[config.mk]
export PLATFORM = sky130hd
export DESIGN_NAME = query_row_buffer_scheduler
export DESIGN_NICKNAME = d
export VERILOG_FILES = /design/src/rtl/query_row_buffer_scheduler.sv
export SDC_FILE = /design/constraint.sdc
export NUM_CORES = 1
export LEC_CHECK = 0
export ABC_AREA = 1
export CAP_MARGIN = 0
export CORE_MARGIN = 1
export CORE_UTILIZATION = 40
export DETAILED_ROUTE_END_ITERATION = 7
export PLACE_DENSITY = 0.6
export SYNTH_ARGS = -nofsm -noshare
export SYNTH_HDL_FRONTEND = slang
export SYNTH_SLANG_ARGS = --single-unit
export TNS_END_PERCENT = 20
[constraint.sdc]
create_clock -name clk -period 2.6 [get_ports clk]
set_clock_uncertainty 0.2 [all_clocks]
set_input_delay 0.39 -clock clk [delete_from_list [all_inputs] [get_ports clk]]
set_output_delay 0.39 -clock clk [all_outputs]
set_load 0.01 [all_outputs]
[src/rtl/query_row_buffer_scheduler.sv]
// Ping-pong scheduler for the two-bank query row RAM: the aggregator stream fills one bank
// while the other, full bank is read out in address order into a credit-controlled output FIFO.
module query_row_buffer_scheduler #(
  parameter int DATA_WIDTH   = 11,
  parameter int ADDR_WIDTH   = 7,
  parameter int ROW_LEN      = 128,
  parameter int READ_LATENCY = 2,
  parameter int OUT_DEPTH    = 4
) (
  input  logic                  clk,
  input  logic                  rst,
  input  logic                  fsm_enable,
  input  logic                  in_valid,
  input  logic [DATA_WIDTH-1:0] in_data,
  output logic                  in_ready,
  output logic                  ram_wen,
  output logic                  ram_wbank,
  output logic [ADDR_WIDTH-1:0] ram_wadr,
  output logic [DATA_WIDTH-1:0] ram_wdata,
  output logic                  ram_ren,
  output logic                  ram_rbank,
  output logic [ADDR_WIDTH-1:0] ram_radr,
  input  logic [DATA_WIDTH-1:0] ram_rdata,
  output logic                  out_valid,
  output logic [DATA_WIDTH-1:0] out_data,
  output logic                  out_last,
  input  logic                  out_ready,
  output logic [1:0]            bank_full,
  output logic [15:0]           rows_done
);

  localparam int PTR_W = (OUT_DEPTH > 1) ? $clog2(OUT_DEPTH) : 1;
  localparam int CNT_W = $clog2(OUT_DEPTH + 1);
  localparam int INF_W = $clog2(READ_LATENCY + 1);
  localparam int OCC_W = CNT_W + 1;
  localparam logic [ADDR_WIDTH-1:0] LAST_ADR = ADDR_WIDTH'(ROW_LEN - 1);

  typedef enum logic [1:0] {B_EMPTY, B_FILLING, B_FULL, B_DRAINING} bank_state_t;
  typedef enum logic [1:0] {R_IDLE, R_ISSUE, R_DRAIN} rd_state_t;

  // ---------------------------------------------------------------- write side
  logic                  wbank_reg;
  logic [ADDR_WIDTH-1:0] wcount_reg;
  logic                  ram_wen_reg;
  logic                  ram_wbank_reg;
  logic [ADDR_WIDTH-1:0] ram_wadr_reg;
  logic [DATA_WIDTH-1:0] ram_wdata_reg;
  logic [1:0]            bank_open;
  logic [1:0]            bank_ready;
  logic                  accept;
  logic                  row_written;

  assign in_ready    = !rst && fsm_enable && bank_open[wbank_reg];
  assign accept      = in_valid && in_ready;
  assign row_written = accept && (wcount_reg == LAST_ADR);

  always_ff @(posedge clk) begin
    if (rst) begin
      wbank_reg     <= 1'b0;
      wcount_reg    <= '0;
      ram_wen_reg   <= 1'b0;
      ram_wbank_reg <= 1'b0;
      ram_wadr_reg  <= '0;
      ram_wdata_reg <= '0;
    end else begin
      ram_wen_reg <= accept;
      if (accept) begin
        ram_wbank_reg <= wbank_reg;
        ram_wadr_reg  <= wcount_reg;
        ram_wdata_reg <= in_data;
        if (row_written) begin
          wcount_reg <= '0;
          wbank_reg  <= ~wbank_reg;
        end else begin
          wcount_reg <= wcount_reg + 1'b1;
        end
      end
    end
  end

  assign ram_wen   = ram_wen_reg;
  assign ram_wbank = ram_wbank_reg;
  assign ram_wadr  = ram_wadr_reg;
  assign ram_wdata = ram_wdata_reg;

  // ---------------------------------------------------------------- read FSM
  rd_state_t             rd_state_reg, rd_state_next;
  logic                  rbank_reg, rbank_next;
  logic [ADDR_WIDTH-1:0] rcount_reg, rcount_next;
  logic [15:0]           rows_done_reg, rows_done_next;
  logic                  issue;
  logic                  drain_start;
  logic                  drain_done;
  logic                  credit_ok;
  logic [INF_W-1:0]      inflight;

  always_ff @(posedge clk) begin
    if (rst) begin
      rd_state_reg  <= R_IDLE;
      rbank_reg     <= 1'b0;
      rcount_reg    <= '0;
      rows_done_reg <= '0;
    end else begin
      rd_state_reg  <= rd_state_next;
      rbank_reg     <= rbank_next;
      rcount_reg    <= rcount_next;
      rows_done_reg <= rows_done_next;
    end
  end

  always_comb begin
    rd_state_next  = rd_state_reg;
    rbank_next     = rbank_reg;
    rcount_next    = rcount_reg;
    rows_done_next = rows_done_reg;
    issue          = 1'b0;
    drain_start    = 1'b0;
    drain_done     = 1'b0;
    case (rd_state_reg)
      R_IDLE: begin
        if (bank_ready[rbank_reg]) begin
          drain_start   = 1'b1;
          rd_state_next = R_ISSUE;
        end
      end
      R_ISSUE: begin
        if (credit_ok) begin
          issue = 1'b1;
          // rcount holds at the last address so ram_radr never leaves the row
          if (rcount_reg == LAST_ADR) rd_state_next = R_DRAIN;
          else                        rcount_next   = rcount_reg + 1'b1;
        end
      end
      R_DRAIN: begin
        if (inflight == '0) begin
          drain_done     = 1'b1;
          rbank_next     = ~rbank_reg;
          rcount_next    = '0;
          rows_done_next = rows_done_reg + 16'd1;
          rd_state_next  = R_IDLE;
        end
      end
      default: rd_state_next = R_IDLE;
    endcase
  end

  assign ram_ren   = issue;
  assign ram_rbank = rbank_reg;
  assign ram_radr  = rcount_reg;
  assign rows_done = rows_done_reg;

  // ---------------------------------------------------------------- bank states
  // Write side only moves EMPTY/FILLING banks and read side only FULL/DRAINING ones,
  // so the two update sources never target the same bank in the same cycle.
  genvar gi;
  generate
    for (gi = 0; gi < 2; gi++) begin : g_bank
      bank_state_t state_reg;

      always_ff @(posedge clk) begin
        if (rst) begin
          state_reg <= B_EMPTY;
        end else if (accept && (wbank_reg == 1'(gi))) begin
          state_reg <= row_written ? B_FULL : B_FILLING;
        end else if (drain_start && (rbank_reg == 1'(gi))) begin
          state_reg <= B_DRAINING;
        end else if (drain_done && (rbank_reg == 1'(gi))) begin
          state_reg <= B_EMPTY;
        end
      end

      assign bank_open[gi]  = (state_reg == B_EMPTY) || (state_reg == B_FILLING);
      assign bank_ready[gi] = (state_reg == B_FULL);
      assign bank_full[gi]  = (state_reg == B_FULL) || (state_reg == B_DRAINING);
    end
  endgenerate

  // ---------------------------------------------------------------- return path
  logic [READ_LATENCY-1:0] sr_valid_reg;
  logic [READ_LATENCY-1:0] sr_last_reg;
  logic                    push;
  logic                    push_last;

  always_ff @(posedge clk) begin
    if (rst) begin
      sr_valid_reg <= '0;
      sr_last_reg  <= '0;
    end else begin
      sr_valid_reg[0] <= issue;
      sr_last_reg[0]  <= issue && (rcount_reg == LAST_ADR);
      for (int i = 1; i < READ_LATENCY; i++) begin
        sr_valid_reg[i] <= sr_valid_reg[i-1];
        sr_last_reg[i]  <= sr_last_reg[i-1];
      end
    end
  end

  always_comb begin
    inflight = '0;
    for (int i = 0; i < READ_LATENCY; i++) begin
      inflight = inflight + INF_W'(sr_valid_reg[i]);
    end
  end

  assign push      = sr_valid_reg[READ_LATENCY-1];
  assign push_last = sr_last_reg[READ_LATENCY-1];

  // ---------------------------------------------------------------- output FIFO
  logic [DATA_WIDTH:0] fifo_mem [OUT_DEPTH];
  logic [PTR_W-1:0]    wr_ptr_reg;
  logic [PTR_W-1:0]    rd_ptr_reg;
  logic [CNT_W-1:0]    fifo_count_reg;
  logic                pop;
  logic [OCC_W-1:0]    occupancy;

  // Reads in flight already own a FIFO slot, so issuing against this sum cannot overflow.
  assign occupancy = OCC_W'(fifo_count_reg) + OCC_W'(inflight);
  assign credit_ok = occupancy < OCC_W'(OUT_DEPTH);
  assign out_valid = (fifo_count_reg != '0);
  assign pop       = out_valid && out_ready;
  assign out_data  = out_valid ? fifo_mem[rd_ptr_reg][DATA_WIDTH-1:0] : '0;
  assign out_last  = out_valid && fifo_mem[rd_ptr_reg][DATA_WIDTH];

  always_ff @(posedge clk) begin
    if (push) fifo_mem[wr_ptr_reg] <= {push_last, ram_rdata};
  end

  always_ff @(posedge clk) begin
    if (rst) begin
      wr_ptr_reg     <= '0;
      rd_ptr_reg     <= '0;
      fifo_count_reg <= '0;
    end else begin
      assert (!(push && !pop && (fifo_count_reg == CNT_W'(OUT_DEPTH))));
      if (push) begin
        wr_ptr_reg <= (wr_ptr_reg == PTR_W'(OUT_DEPTH - 1)) ? '0 : wr_ptr_reg + 1'b1;
      end
      if (pop) begin
        rd_ptr_reg <= (rd_ptr_reg == PTR_W'(OUT_DEPTH - 1)) ? '0 : rd_ptr_reg + 1'b1;
      end
      case ({push, pop})
        2'b10:   fifo_count_reg <= fifo_count_reg + 1'b1;
        2'b01:   fifo_count_reg <= fifo_count_reg - 1'b1;
        default: fifo_count_reg <= fifo_count_reg;
      endcase
    end
  end

endmodule

* Word level (Yosys, flattened, before mapping)
Memories as Yosys holds them, arrays and structs flattened. A register that Yosys moved wholly into a read port is not among the register bits.
Cells that the tools add are included.
** Storage, ports and cells
- Flip-flop bits (word level) :: 69
- Bits in writable memories :: 48
- Bits of input ports :: 27
- Output and inout port bits :: 61
- Word-level logic and storage cells :: 117
- Memories :: 1
** Memory list
- fifo_mem :: words 4, width 12, rd ports 1, clocked after Yosys merged registers in 1, write ports 1, RTL line 209 : logic [DATA_WIDTH:0] fifo_mem [OUT_DEPTH];
** Operators by class
- Add/subtract/negate cells :: 9
- $lt $le $gt $ge :: 3
- Equal/unequal tests :: 19
- Multiplexer cells :: 35
- Bitwise operators :: 2
- Reductions and logical operators :: 31
** Operators with widths (number)
- two-way mux 2 bit :: 15
- two-way mux 7 bit :: 4
- adder 16 x 1 -> 16 bit, second input constant :: 1
- == test 2 bit, second input constant :: 8
- adder 7 x 1 -> 7 bit, second input constant :: 2
- == test 7 bit, second input constant :: 2
- one-hot mux 7 bit (2 select lines) :: 1
- logical AND 1 bit :: 13
- two-way mux 1 bit :: 12
- two-way mux 11 bit :: 1
- inequality test 2 bit, second input constant :: 5
- nonzero test 3 bit :: 3
- == test 2 x 1 -> 1 bit, second input constant :: 4
- zero test 2 bit :: 4
- AND reduction 4 bit :: 2
- one-hot mux 2 bit (3 select lines) :: 1
- one-hot mux 3 bit (2 select lines) :: 1
- adder 2 x 1 -> 2 bit, second input constant :: 2
- adder 3 x 2 -> 4 bit :: 1
- logical OR 1 bit :: 4
- < comparator 1 x 2 -> 1 bit, second input constant :: 2
- < comparator 4 x 3 -> 1 bit, second input constant :: 1
- AND reduction 2 bit :: 2
- nonzero test 2 bit :: 2
- 5 further kinds :: 6

* Depth between registers and ports, before layout
Gate-level depths: netlist of run 1.
- Depth after elaboration :: 9
- Depth in mapped cells :: 11
- Mapped depth without buffers :: 11

* Worst setup path after synthesis of run 1
Ideal clock, no wire load.
- Path kind :: reg-to-reg
- Start point :: reg fifo_count_reg[0]
- End point :: reg fifo_count_reg[2]
- Library setup time :: 0.122 ns
- Data arrival time :: 1.694 ns
- Required time :: 2.278 ns
- Slack :: 0.584 ns
- Stages on the path, launching flop included :: 12
- Path buffers :: 0
- Clock period less this slack :: 2.016 ns
- Cells stage by stage :: dfxtp_1 > inv_1 > nand3_1 > nand2_1 > inv_1 > ha_1 > inv_1 > fa_1 > a21oi_1 > o21ai_0 > o21ai_0 > a21oi_1
** Between the ends
- Longest elaborated chain between the ends :: 4
- Elaborated cells on any way between the ends :: 8
- Classes of those cells :: 2 x add/sub; 2 x eq/ne; 1 x mux; 3 x reduce/logical
** RTL lines
- start: declaration :: RTL line 212 : logic [CNT_W-1:0] fifo_count_reg;
- start signal: assignment :: RTL line 242 : 2'b10: fifo_count_reg <= fifo_count_reg + 1'b1;
- start signal: assignment :: RTL line 243 : 2'b01: fifo_count_reg <= fifo_count_reg - 1'b1;
- start signal: assignment :: RTL line 244 : default: fifo_count_reg <= fifo_count_reg;
- nonzero test 3 bit * :: RTL line 219 : assign out_valid = (fifo_count_reg != '0);
- via out_valid :: RTL line 24 : output logic out_valid,
- logical AND 1 bit * :: RTL line 220 : assign pop = out_valid && out_ready;
- == test 2 x 1 -> 1 bit / == test 2 bit (equally long branches) :: RTL line 241 : case ({push, pop})
- one-hot mux 3 bit (2 select lines) / nonzero test 2 bit (equally long branches)
Mark *: on every way through the listed nets, which the timed path passes. The rest lies on a longest branch.
A chain may end at the register's enable or synchronous reset.

==> results_dict.tcl, run 1 <==
set metrics [dict create \
    ys_ff_latch 119 \
    rsz0062_at_grt "yes" \
    critical-path-slowest-cell "clkdlybuf4s50_1" \
    num_antenna_cells 0 \
    tns_ns 0 \
    grt_pass1_wl_um 18300 \
    path_delay_family "buffers and inverters" \
    fin_nets 728 \
    grt_use_total_pct 17.8 \
    max_slew.worst_pin.slew_ns 0.569 \
    crit_fanout 10 \
    cts_sinks 119 \
    area_growth_pct 33.0 \
    worst_setup_path_end_kind "output pin" \
    async_flop_share_pct 0 \
    finalCriticalPeriod_ns 2.53 \
    power_mw 6.09 \
    leakage_nw 2.72 \
    powerDensity_nw_per_um2 891 \
    grt_pass1_vias 3942 \
    cts_tree "yes" \
    dp_hpwl_um 7390 \
    min_path_type "flop to flop" \
    cts_buffers 17 \
    setup_viol_count_final 0 \
    vdd_drop_max_uv 434 \
    cpMostUsedCell "nor2_1" \
    slowest_delay_ns 0.57 \
    synth_compound_area_share_pct 11.4 \
    drtAntennaViolNets 0 \
    synth.cell_area_um2 5140 \
    chipHeight_um 115 \
    pin_count 88 \
    h-tree-depth 4 \
    coreArea_um2 12600 \
    synth.distinct_cells 38 \
    synth_fa_ha_area_share_pct 3.31 \
    die_area_um2 13300 \
    slew_viol_final 0 \
    fillCellCount 1136 \
    drtIter0Drc 186 \
    synth_flop_cell "dfxtp_1" \
    synth_edf_count 48 \
    max_freq_ghz 0.394 \
    synth_top_family_by_area "simple AND/OR/NAND/NOR gates" \
    cp_num_buf_inv 2 \
    drc 0 \
    multi_input_comb_area_um2 1930 \
    critPathArrivalTime_ns 1.94 \
    path_class "flop to output pin" \
    antenna_found_initial 0 \
    largest_reg_flops 48 \
    routedWlPerCell_um 12.8 \
    portBuffers 87 \
    drtPass1Iterations 4 \
    yosys_warnings 0 \
    yosysSeqAreaShare_pct 55.7 \
    clk_latency_ns 0.41 \
    die_w_um 115 \
    status "completed" \
    cap_violations 0 \
    synth_nets 635 \
    clk_pin_slew_worst_paths_ns 0.05 \
    relSlewSlack_pct 62.0 \
    grt_max_degree 45 \
    gp_congestion 0.831 \
    period_share_pct 97.5 \
    synth_cells 595 \
    hold_violations 0 \
    ys_top_cells_by_count "nor2_1, nand2_1, dfxtp_1" \
    critPathLaunchType "flop" \
    routed_wl_um 11200 \
    avgSynthCellArea_um2 8.64 \
    yosys.area_share.xor_xnor_pct 0.341 \
    rows 41 \
    root_buffer "clkbuf_16" \
    utilization_pct 54.4 \
    via_count 4198 \
    synth_simple_gate_area_share_pct 22.3 \
    synth_top_area_share_pct 28.0 \
    required_ns 2.01 \
    regArea_um2 2870 \
    grt_overflow 0 \
    synthMuxAreaShare_pct 0 \
    clockBufferDepth 2 \
    crit_chain "buf_4 > nor2_1 > nor2_1 > o21ai_0 > a21oi_1 > clkdlybuf4s50_1" \
    initial_utilization_pct 40.9 \
    reg2reg_setup_slack_ns 0.40 \
    synthTopCellsByArea "edfxtp_1, dfxtp_1, nor2_1" \
    yosys.area.top_type "edfxtp_1" \
    synth.most_common_cell "nor2_1" \
    vias_per_cell 4.81 \
    drive_above_1_share_pct 8.42 \
]
## metrics by stage
step / instances / worst slack (ns) / cell area, µm² / hold slack [ns]
after floorplan: 595 / 0.584 / 5140 / 0.188
after global placement: 840 / 0.209 / 6180 / 0.198
after detailed placement: 840 / 0.112 / 6180 / 0.193
after CTS: 873 / 0.0180 / 6820 / 0.198
after global routing: 873 / -0.0743 / 6840 / 0.216
final: 873 / 0.0651 / 6840 / 0.200
## routing by layer
layer	up-vias	GRT usage, %	wire length [µm]
li1	2157	-	-
met1	1929	22.4	5210
met2	99	28.3	5260
met3	13	5.43	555
met4	0	7.88	167
met5	-	0	0
## final cells by class
type / count / share of cell area [%]
multi-input combinational: 389 / 28.2
sequential: 119 / 41.9
clock buffer: 23 / 6.85
timing repair buffer: 97 / 14.1
clock inverter: 9 / 2.16
inverter: 64 / 3.62
tap: 172 / 3.15
## logic make-up (layout without fill, tap and decap cells)
group           Yosys count  in the layout
simple gates            259            259
flops                   119            119
compound gates          115            115
buf+inv                  87            193
fa+ha+maj                13             13
xor+xnor                  2              2
## worst paths after layout
| check | start | to | depth (start not counted) |
|---|---|---|---|
| setup reg to reg | fifo_count_reg[0] | fifo_count_reg[2] | 11 |
| hold reg to reg | sr_last_reg[0] | sr_last_reg[1] | 2 |
| setup / recovery | flop | out_data[0] | 6 |
| hold / removal | sr_last_reg[0] | sr_last_reg[1] | 2 |
## what timing repair did
item,in CTS,in global routing
setup buffers,1,0
endpoints found under the setup margin,12,9
gates resized for setup,6,5
hold buffers,0,0
## worst reg2reg max path, cell delays in order, from the launching register on
cell and delay, ns:
dfxtp_1 0.36, inv_1 0.09, nand3_2 0.11, nand2_1 0.07, inv_1 0.11, ha_1 0.16, inv_1 0.07, fa_1 0.38
a21oi_1 0.15, o21ai_0 0.13, o21ai_0 0.20, a21oi_1 0.06
## placed cells by master (no fill, tap or decap), types with 2 or more instances in the layout
master           synthesis  layout
bufinv_16                0       4
dfxtp_2                  0       2
nand3_2                  1       2
inv_2                    3       2
o21ai_0                 61      61
inv_1                   60      59
dlymetal6s2s_1           0       4
nand2_1                 77      77
clkbuf_8                 0       2
nand3_1                 24      23
clkinv_2                 0       4
ha_1                    12      12
dlygate4sd2_1            0       2
clkbuf_1                11       4
xor2_1                   2       2
nor3_1                   8       8
buf_4                    2       9
nor2_1                 121     121
clkdlybuf4s50_1          0      81
dfxtp_1                 71      69
nand4_1                 11      11
a21oi_1                 50      50
o21bai_1                 2       2
nand2_2                  4       4
clkbuf_16                0      17
edfxtp_1                48      48
## where the power goes
group,leakage [nW],internal (mW),switching [mW]
combinational,1.41,0.642,0.842
sequential,1.01,2.08,0.106
clock,0.303,1.65,0.771
Note: power is estimated with default switching activity, not from simulation.
==> run 2: changes to the inputs <==
--- a/config.mk
+++ b/config.mk
@@ -10,7 +10,8 @@
 export CORE_MARGIN = 1
 export CORE_UTILIZATION = 40
 export DETAILED_ROUTE_END_ITERATION = 7
-export PLACE_DENSITY = 0.6
+export DONT_BUFFER_PORTS = 1
+export PLACE_DENSITY = 0.51
 export SYNTH_ARGS = -nofsm -noshare
 export SYNTH_HDL_FRONTEND = slang
 export SYNTH_SLANG_ARGS = --single-unit
==> results_dict.tcl, run 2 (same netlist as run 1, synthesis figures left out) <==
set metrics [dict create \
    finalCriticalPeriod_ns 2.44 \
    fin_nets 659 \
    area_growth_pct 17.3 \
    relSlewSlack_pct 27.5 \
    gp_congestion 0.796 \
    period_share_pct 93.8 \
    max_slew.worst_pin.slew_ns 1.08 \
    grt_max_degree 45 \
    leakage_nw 2.35 \
    utilization_pct 48.0 \
    p_clk_share_pct 37.9 \
    routed_wl_um 10600 \
    reg2reg_setup_slack_ns 0.30 \
    cap_violations 0 \
    layout_commonest_cell "nor2_1" \
    cp-endpoint "out_data[2]" \
    num_antenna_cells 0 \
    grt_use_total_pct 17.1 \
    layout_setup_ws_ns 0.160 \
    slew_viol_final 0 \
    root_buffer "clkbuf_16" \
    cts_tree "yes" \
    initial_utilization_pct 40.9 \
    die_area_um2 13300 \
    cts-resized-gates 0 \
    grt_pass1_wl_um 17100 \
    crit_chain "inv_2 > o21ai_0 > a21oi_1" \
    pre_cts_ws_ns 0.303 \
    grt_pass1_vias 3647 \
    status "completed" \
    final_cell_mix "nor2_1, nand2_1, dfxtp_1, o21ai_0, inv_1" \
    timing.rr.start "fifo_count_reg[0]" \
    cts_buffers 17 \
    powerDensity_nw_per_um2 880 \
    max_freq_ghz 0.410 \
    drtAntennaViolNets 0 \
    grt_overflow 0 \
    via_count 3849 \
    p_switching_mw 1.63 \
    clk_latency_ns 0.40 \
    p_int_mw 3.68 \
    pin_count 88 \
    power_mw 5.31 \
    coreArea_um2 12600 \
    vias_per_cell 4.79 \
    p_sw_share_pct 30.7 \
    combinationalPowerShare_pct 20.0 \
    r2r_end "fifo_count_reg[2]" \
    die_w_um 115 \
    drtIter0Drc 233 \
    drive_above_1_share_pct 7.59 \
    tns_ns 0 \
    cp.depth 3 \
    critPathLaunchType "flop" \
    worst_setup_path_end_kind "output pin" \
    required_ns 2.01 \
    drtPass1Iterations 4 \
    cts_sinks 119 \
    rows 41 \
    dp_hpwl_um 6810 \
    vdd_drop_max_uv 404 \
    h-tree-depth 4 \
    clk_pin_slew_worst_paths_ns 0.05 \
    chipHeight_um 115 \
    p_seq_share_pct 42.1 \
    critPathArrivalTime_ns 1.85 \
    portBuffers 0 \
    cp_num_buf_inv 1 \
    slowest_delay_ns 0.68 \
    routedWlPerCell_um 13.2 \
    ff2ff_path_depth 11 \
    drc 0 \
    hold_violations 0 \
    clockBufferDepth 2 \
    hold_path_depth 2 \
    min_path_type "input port to flop" \
    rsz0062_at_grt "no" \
    setup_viol_count_final 0 \
    largest_reg_flops 48 \
    crit_fanout 24 \
    antenna_found_initial 0 \
    path_class "flop to output pin" \
    critical-path-slowest-cell "dfxtp_1" \
    path_delay_family "flip-flops" \
]
-- run 2: cell count changes in the layout (fill, tap and decap cells not counted), sizes merged --
cell	change
clkdlybuf4s50	-81
dlygate4sd3	+23
buf	-5
bufinv	-4
dlymetal6s2s	-4
clkbuf	+3
dlygate4sd2	-2
inv	+2
clkinvlp	-1
-- run 2: routing by layer --
| metal | vias up | wire length (µm) | track usage [%] |
|---|---|---|---|
| met5 | - | 0 | 0 |
| met4 | 0 | 83 | 6.23 |
| met3 | 8 | 572 | 7.17 |
| met2 | 81 | 5030 | 28.3 |
| met1 | 1741 | 4950 | 19.9 |
| li1 | 2019 | - | - |
-- run 2: final cells by class --
cell class / instances / area [µm²]
fill: 1193 / 6540
sequential: 119 / 2860
multi-input combinational: 389 / 1920
clock buffer: 26 / 479
timing repair buffer: 28 / 280
inverter: 64 / 243
tap: 172 / 215
clock inverter: 6 / 30.0
-- run 2: through the flow --
stage	hold slack [ns]	instance area, µm²	std cells
2_1_floorplan	0.188	5140	595
3_3_place_gp	0.201	5290	749
3_5_place_dp	0.199	5290	749
4_1_cts	0.00561	6030	804
5_1_grt	0.0310	6030	804
6_report	0.0319	6030	804
-- run 2: power groups by stage --
stage / Combinational, mW / Sequential (mW) / Clock [mW]
finish: 1.06 / 2.23 / 2.01
global route: 1.23 / 2.25 / 2.16
CTS: 1.09 / 2.23 / 2.07
detailed placement: 1.04 / 2.27 / 0
global placement: 1.02 / 2.26 / 0
floorplan: 0.848 / 2.21 / 0
-- run 2: worst min path at each step --
stage                               from              to  slack, ns
final                           in_valid       wbank_reg       0.03
after global routing            in_valid       ram_wbank       0.03
after CTS                       in_valid       wbank_reg      0.006
after detailed placement  sr_last_reg[0]  sr_last_reg[1]       0.20
after global placement    sr_last_reg[0]  sr_last_reg[1]       0.20
after floorplan           sr_last_reg[0]  sr_last_reg[1]       0.19
-- run 2: timing repair --
| action | CTS | global route |
|---|---|---|
| setup buffers | 0 | 0 |
| hold endpoints to repair | 79 | 0 |
| hold buffers | 23 | 0 |
| setup endpoints to repair | 0 | 0 |
==> run 3: changes to the inputs <==
--- a/config.mk
+++ b/config.mk
@@ -11,7 +11,6 @@
 export CORE_UTILIZATION = 40
 export DETAILED_ROUTE_END_ITERATION = 7
 export DONT_BUFFER_PORTS = 1
-export PLACE_DENSITY = 0.51
 export SYNTH_ARGS = -nofsm -noshare
 export SYNTH_HDL_FRONTEND = slang
 export SYNTH_SLANG_ARGS = --single-unit
==> constraint.sdc (replaced) <==
create_clock -name clk -period 2.6 [get_ports clk]
set_clock_uncertainty 0.2 [all_clocks]
set_input_delay 0.65 -clock clk [delete_from_list [all_inputs] [get_ports clk]]
set_output_delay 0.65 -clock clk [all_outputs]
set_load 0.01 [all_outputs]
==> results_dict.tcl, run 3 (same netlist as run 1, synthesis figures left out) <==
set metrics [dict create \
    status "completed" \
    crit_fanout 12 \
    vdd_drop_max_uv 438 \
    clk_latency_ns 0.41 \
    num_antenna_cells 0 \
    cts_setup_buffers 0 \
    tns_ns 0 \
    min_path_type "input port to flop" \
    grt_pass1_wl_um 16700 \
    timing.rr.start "fifo_count_reg[0]" \
    worst_setup_path_end_kind "output pin" \
    routedWlPerCell_um 13.4 \
    cap_violations 0 \
    cts-resized-gates 0 \
    ff2ff_path_depth 11 \
    critPathArrivalTime_ns 1.57 \
    period_share_pct 93.2 \
    drtAntennaViolNets 0 \
    final_cell_mix "nor2_1, nand2_1, dfxtp_1, o21ai_0, inv_1" \
    routed_wl_um 10500 \
    clockBufferDepth 2 \
    portBuffers 0 \
    path_class "flop to output pin" \
    chipHeight_um 115 \
    drtIter0Drc 293 \
    layout_commonest_cell "nor2_1" \
    powerDensity_nw_per_um2 966 \
    grt_max_degree 45 \
    setup_viol_count_final 0 \
    max_slew.worst_pin.slew_ns 0.550 \
    clk_pin_slew_worst_paths_ns 0.06 \
    leakage_nw 2.29 \
    utilization_pct 47.2 \
    area_growth_pct 15.4 \
    dp_hpwl_um 7020 \
    required_ns 1.75 \
    drc 0 \
    cts_buffers 17 \
    rows 41 \
    slew_viol_final 0 \
    fin_hold_ws_ns 0.0996 \
    cts_tree "yes" \
    h-tree-depth 4 \
    coreArea_um2 12600 \
    root_buffer "clkbuf_16" \
    gp_congestion 0.772 \
    vias_per_cell 4.88 \
    grt_pass1_vias 3495 \
    die_area_um2 13300 \
    drive_above_1_share_pct 9.49 \
    relSlewSlack_pct 63.3 \
    drtPass1Iterations 4 \
    detailed_place.area_um2 5290 \
    grt_use_total_pct 16.6 \
    rsz0062_at_grt "no" \
    initial_utilization_pct 40.9 \
    hold_path.startpoint "rst" \
    final_area_um2 5930 \
    antenna_found_initial 0 \
    r2r_end "fifo_count_reg[2]" \
    reg2reg_setup_slack_ns 0.46 \
    postCtsHoldBufs 0 \
    hold_violations 0 \
    critPathLaunchType "flop" \
    hold_path_depth 1 \
    finalCriticalPeriod_ns 2.42 \
    pin_count 88 \
    fillCellCount 1219 \
    grt_overflow 0 \
    max_freq_ghz 0.413 \
    cts_sinks 119 \
    fin_nets 638 \
    via_count 3823 \
    die_w_um 115 \
    largest_reg_flops 48 \
    hold_path_end "sr_valid_reg[1]" \
]
## run 3: how the worst max path moves through the flow
stage / from / endpoint / slack, ns / cells past startpoint
6_report: fifo_count_reg[0] / out_data[3] / 0.18 / 4
5_1_grt: fifo_count_reg[1] / out_data[10] / 0.04 / 4
4_1_cts: sr_valid_reg[1] / ram_ren / 0.01 / 5
3_5_place_dp: out_ready / fifo_count_reg[2] / 0.42 / 9
3_3_place_gp: out_ready / fifo_count_reg[2] / 0.45 / 9
2_1_floorplan: out_ready / fifo_count_reg[2] / 0.52 / 9
## run 3: area by class of cell
cell class                 instances  area [µm²]  area share [%]
timing repair buffer               7        52.6           0.886
tap                              172         215            3.63
inverter                          64         243            4.09
multi-input combinational        389        1930            32.5
clock inverter                    15         204            3.44
clock buffer                      17         425            7.17
sequential                       119        2860            48.3
## run 3: per-layer routing
metal | routed length [µm] | vias up | track usage, % | share of wire (%)
met5 | 0 | - | 0 | 0
met2 | 4970 | 89 | 26.7 | 47
li1 | - | 1975 | - | -
met1 | 4660 | 1748 | 19.2 | 44
met4 | 150 | 0 | 8.31 | 1.4
met3 | 750 | 11 | 6.85 | 7.1
## run 3: stage by stage
| step | worst slack (ns) | std cells | power [mW] |
|---|---|---|---|
| finish | 0.178 | 783 | 5.73 |
| global placement | 0.449 | 751 | 3.28 |
| detailed placement | 0.418 | 751 | 3.32 |
| floorplan | 0.520 | 595 | 3.06 |
| CTS | 0.0106 | 783 | 5.80 |
| global route | 0.0387 | 783 | 6.05 |
## run 3: worst max-delay path, cell delays in order (launching register included)
cell	delay, ns
dfxtp_1	0.36
inv_1	0.09
nand3_1	0.11
inv_1	0.23
a21oi_1	0.37
## run 3: power by group
group | total, mW | switching (mW) | internal (mW)
logic | 1.07 | 0.740 | 0.327
registers | 2.21 | 0.127 | 2.08
clock network | 2.46 | 0.854 | 1.60
total | 5.73 | 1.72 | 4.01
